[config.mk]
export PLATFORM = sky130hd
export DESIGN_NAME = prog_tick_timer
export DESIGN_NICKNAME = d
export VERILOG_FILES = /design/src/rtl/timer_pkg.sv /design/src/rtl/tick_counter.sv /design/src/rtl/prog_tick_timer.sv
export SDC_FILE = /design/constraint.sdc
export NUM_CORES = 1
export LEC_CHECK = 0
export CORE_MARGIN = 2
export CORE_UTILIZATION = 51
export CTS_CLUSTER_SIZE = 24
export DETAILED_ROUTE_END_ITERATION = 7
export GPL_TIMING_DRIVEN = 0
export PLACE_DENSITY_LB_ADDON = 0.25
export REMOVE_ABC_BUFFERS = 1
export SYNTH_ARGS = -nofsm -noshare
export SYNTH_HDL_FRONTEND = slang
export SYNTH_HIERARCHICAL = 1
export SYNTH_SLANG_ARGS = --single-unit
[constraint.sdc]
create_clock -name clk -period 2.7 [get_ports clk]
set_clock_uncertainty 0.15 [all_clocks]
set_input_delay 0.54 -clock clk [delete_from_list [all_inputs] [get_ports clk]]
set_output_delay 0.54 -clock clk [all_outputs]
set_load 0.01 [all_outputs]
[src/rtl/timer_pkg.sv]
// Shared types and defaults for the programmable tick timer.
// Optional capture register is enabled by defining TIMER_CAPTURE_EN.
package timer_pkg;

   typedef enum logic [1:0] {
      TMR_IDLE   = 2'd0,
      TMR_ACTIVE = 2'd1,
      TMR_DONE   = 2'd2
   } timer_state_t;

   typedef enum logic {
      MODE_PERIODIC = 1'b0,
      MODE_ONESHOT  = 1'b1
   } timer_mode_t;

   localparam int unsigned DEFAULT_CLK_FREQ = 10_000_000;

endpackage

[src/rtl/tick_counter.sv]
// Count register with terminal compare and registered one-cycle tick.
// restart dominates advance; terminal is the combinational count==period match.
module tick_counter #(
   parameter int unsigned CNT_W = 24
) (
   input  logic             clk,
   input  logic             n_rst,
   input  logic             advance,
   input  logic             restart,
   input  logic [CNT_W-1:0] period,
   output logic             terminal,
   output logic [CNT_W-1:0] count,
   output logic             tick
);

   assign terminal = (count == period);

   always_ff @(posedge clk or negedge n_rst) begin
      if (!n_rst) begin
         count <= '0;
         tick  <= 1'b0;
      end else if (restart) begin
         count <= '0;
         tick  <= 1'b0;
      end else if (advance) begin
         if (terminal) begin
            count <= '0;
            tick  <= 1'b1;
         end else begin
            count <= count + CNT_W'(1);
            tick  <= 1'b0;
         end
      end else begin
         tick <= 1'b0;
      end
   end

endmodule

[src/rtl/prog_tick_timer.sv]
// Programmable tick timer: periodic/one-shot tick generator with pause, clear and reload.
// Define TIMER_CAPTURE_EN to add the capture / capture_val snapshot port pair.
module prog_tick_timer
   import timer_pkg::*;
#(
   parameter int unsigned CLK_FREQ = DEFAULT_CLK_FREQ,
   parameter int unsigned CNT_W    = 24
) (
   input  logic             clk,
   input  logic             n_rst,
   input  logic             enable,
   input  logic             clear,
   input  logic             load,
   input  logic [CNT_W-1:0] load_period,
   input  logic             mode,
   output logic             tick,
   output logic [CNT_W-1:0] count,
   output logic             done,
   output logic             running
`ifdef TIMER_CAPTURE_EN
   ,
   input  logic             capture,
   output logic [CNT_W-1:0] capture_val
`endif
);

   localparam logic [1:0] ST_IDLE   = TMR_IDLE;
   localparam logic [1:0] ST_ACTIVE = TMR_ACTIVE;
   localparam logic [1:0] ST_DONE   = TMR_DONE;

   localparam longint unsigned MAX_PERIOD   = (longint'(1) << CNT_W) - 1;
   localparam longint unsigned RESET_P_WIDE = longint'(CLK_FREQ) - 1;
   localparam logic [CNT_W-1:0] RESET_PERIOD = CNT_W'(CLK_FREQ - 1);

   generate
      if (RESET_P_WIDE > MAX_PERIOD) begin : g_bad_cfg
         $error("prog_tick_timer: CLK_FREQ-1 does not fit in CNT_W bits");
      end
   endgenerate

   logic [1:0]       state;
   logic [CNT_W-1:0] period_q;
   logic             advance;
   logic             restart;
   logic             terminal;

   assign advance = enable && (state != ST_DONE);
   assign restart = load || clear;
   assign running = (state == ST_ACTIVE) && enable;

   always_ff @(posedge clk or negedge n_rst) begin
      if (!n_rst) begin
         period_q <= RESET_PERIOD;
      end else if (load) begin
         period_q <= load_period;
      end
   end

   // Mode is only looked at on the terminal edge, so mid-count changes wait for the next wrap.
   always_ff @(posedge clk or negedge n_rst) begin
      if (!n_rst) begin
         state <= ST_IDLE;
         done  <= 1'b0;
      end else if (restart) begin
         state <= ST_IDLE;
         done  <= 1'b0;
      end else if (advance) begin
         if (terminal && (mode == MODE_ONESHOT)) begin
            state <= ST_DONE;
            done  <= 1'b1;
         end else begin
            state <= ST_ACTIVE;
         end
      end
   end

   tick_counter #(
      .CNT_W (CNT_W)
   ) u_tick_counter (
      .clk      (clk),
      .n_rst    (n_rst),
      .advance  (advance),
      .restart  (restart),
      .period   (period_q),
      .terminal (terminal),
      .count    (count),
      .tick     (tick)
   );

`ifdef TIMER_CAPTURE_EN
   always_ff @(posedge clk or negedge n_rst) begin
      if (!n_rst) begin
         capture_val <= '0;
      end else if (capture) begin
         capture_val <= count;
      end
   end
`endif

endmodule

==> flow_metrics.tcl <==
set metrics [dict create \
    fillers 416 \
    powerDensity_mw_per_mm2 441.6 \
    via_per_inst 5.293 \
    drt-total-wl_um 5495 \
    r2r_cells 5 \
    syn_area_per_cell_um2 12.08 \
    cpPeakStageDelay_ps 530 \
    cts-root-buf "clkbuf_8" \
    syn_area_mm2 0.002669 \
    syn_inst 221 \
    async_flop_share 1.000 \
    ir_drop_v 0.0002381 \
    cts_buffers 5 \
    post_route_cells_drive_above_1_share 0.2128 \
    slowest_stage "clkdlybuf4s50_1" \
    tns_ps 0 \
    die_area_mm2 0.005828 \
    crit_path_end_kind "output port" \
    max_freq_mhz 384.6 \
    dr.pass1.iters 4 \
    cp_max_fo 4 \
    min_period_ps 2600 \
    status "finished clean" \
    cp-start-kind "input port" \
    die_w_um 76.34 \
    cts_buffer_depth 2 \
    antenna_found_initial 0 \
    final_area_mm2 0.003410 \
    r2r_setup_slack_ps 130 \
    placement_rows 26 \
    die_y_um 76.34 \
    ys_top_cells_by_area "dfrtp_1 36%, dfstp_2 14%, xor2_1 12%, mux2_4 11%, nor2_1 3.2%" \
    dr_wl_met2_um 2497 \
    r2r-end "u_tick_counter/count[21]$_DFFE_PN0P_" \
    grt_overflow_total 0 \
    grt_pass1_vias 1716 \
    area_growth_pct 27.75 \
    timing.rr.start "u_tick_counter/count[9]$_DFFE_PN0P_" \
    hold_violations 0 \
    cts_max_level 2 \
    grtUsageTotal 0.1922 \
    post-route-period-util 0.9630 \
    synth_ff_type "dfrtp_1" \
    antenna_left 0 \
    crit_required_ps 2010 \
    worstSkewPairLatency_ps 310 \
    holdWs_ps 52.47 \
    critPathTopFamily "buffers and inverters" \
    worst-endpoint-arrival_ps 1910 \
    finalSetupViolCount 0 \
    crit_buf_inv 2 \
    yosys_warnings 6 \
    highest_layer "met4" \
    pin_count 57 \
    synthDistinctLibCells 41 \
    crit_chain "clkdlybuf4s50_1, nor2b_1, and2_1, clkdlybuf4s50_1" \
    cpMostUsedCell "clkdlybuf4s50_1" \
    hpwl_um 3822 \
    synth_edf_count 0 \
    drc_errors 0 \
    cts_sinks 52 \
    gp_congestion 0.8077 \
    dpl_cell_area_mm2 0.003264 \
    grt_start_max_net_pins 31 \
    num-nets-final 312 \
    synth_seq_cells 52 \
    tritoncts "yes" \
    clk_pin_slew_ps 90 \
    grt_pass1_wl_um 8797 \
    leakagePower_nw 1.465 \
    yosysSeqAreaShare 0.4941 \
    hold_path_class "in2async" \
    maxCapViolations 0 \
    coreArea_mm2 0.005075 \
    synth_top_area_frac 0.3563 \
    synth_top_cell_by_area "dfrtp_1" \
    diodes 0 \
    final_max_slew_viol_count 0 \
    p_total_mw 1.506 \
    maxSlewHeadroom 0.6192 \
    wl_met1_um 2645 \
    wl_per_cell_um 15.61 \
    port_buffers 56 \
    num_vias 1863 \
    worstMarginPinSlew_ps 571.2 \
    drtIter0Drc 126 \
    met3_length_um 242 \
    initial_core_util 0.5259 \
    crit_type "in2out" \
]
-- cell usage after synthesis (all sizes together), types with 2 or more instances --
cell	count
dfrtp	38
xor2	38
nor2	26
mux2	25
dfstp	14
nand2	13
nor4	8
nand3	7
buf	6
xnor2	6
inv	5
nand4	5
and3	4
nor2b	3
a21oi	2
and4	2
nor3	2
o21ai	2
o31ai	2
o32ai	2
or3	2
-- cells by family after synthesis --
kind of cell	Yosys count	synth area share
compound gates	13	0.04032
xor+xnor	44	0.1444
fa+ha+maj	1	0.004687
buf+inv	11	0.03375
flops	52	0.4941
mux	25	0.1336
simple gates	75	0.1491
-- metrics by stage --
step                      utilization  worst slack, ps  instances
after global routing           0.6718          -0.9055        352
after global placement         0.6395            -1211        341
after detailed placement       0.6432           -398.6        342
final                          0.6718            99.86        352
after floorplan                     -            359.5        215
after CTS                      0.6615            44.41        350
-- routing by layer --
layer | global-route usage | vias up
li1 | - | 888
met1 | 0.2742 | 910
met2 | 0.2938 | 56
met3 | 0.03673 | 9
met4 | 0.07091 | 0
met5 | 0 | -
-- sequential cells by signal, summed over array words and instances, names as in the netlist --
name,cells
period_q,24
u_tick_counter/count,24
state,2
done,1
u_tick_counter/tick,1
-- cell usage in the layout (no fill, tap or decap), types with 2 or more instances in the layout --
cell,count
and4_1,2
nor2b_1,2
nor4_1,7
mux2_1,2
o21ai_0,2
nand2_1,13
dfstp_2,14
clkdlybuf4s50_1,54
o32ai_1,2
buf_12,2
clkbuf_8,6
nand4_1,4
nor2_1,23
mux2_2,3
dfrtp_1,38
o31ai_4,2
a21oi_1,2
nand3_1,7
inv_1,4
mux2_4,20
nor2_2,3
xnor2_1,6
or3_1,2
clkbuf_1,2
xor2_1,38
and3_1,4
-- worst max path at each step --
stage                                                      end  cells after the start  slack [ps]                                start
final                                                  running                      4         100                               enable
after global routing      u_tick_counter/count[19]$_DFFE_PN0P_                      7        -0.9                               enable
after CTS                  u_tick_counter/count[5]$_DFFE_PN0P_                      5          40  u_tick_counter/count[9]$_DFFE_PN0P_
after detailed placement  u_tick_counter/count[19]$_DFFE_PN0P_                      7        -400                               enable
after global placement    u_tick_counter/count[19]$_DFFE_PN0P_                      8       -1210                                 load
after floorplan           u_tick_counter/count[10]$_DFFE_PN0P_                      4         360                               enable
-- report_power, final --
group	switching [mW]	internal [mW]	total, mW
Combinational	0.0755	0.114	0.189
Sequential	0.0276	0.832	0.860
Clock	0.247	0.210	0.457
-- final cells by class --
class | instances | area (µm²) | share of cell area
Clock buffer | 8 | 90.09 | 0.02642
Inverter | 5 | 18.77 | 0.005505
Multi-Input combinational cell | 159 | 1301 | 0.3817
Sequential cell | 52 | 1319 | 0.3868
Tap cell | 70 | 87.58 | 0.02569
Timing Repair Buffer | 58 | 593.1 | 0.1739
-- what timing repair did --
action                                  CTS  global route
resized for setup                         1             3
pin swaps                                 0             1
buffers inserted                          0             1
endpoints found under the setup margin    5            21
hold buffers                              0             0
cloned                                    0             1
Power figures use the tool's default switching activity.
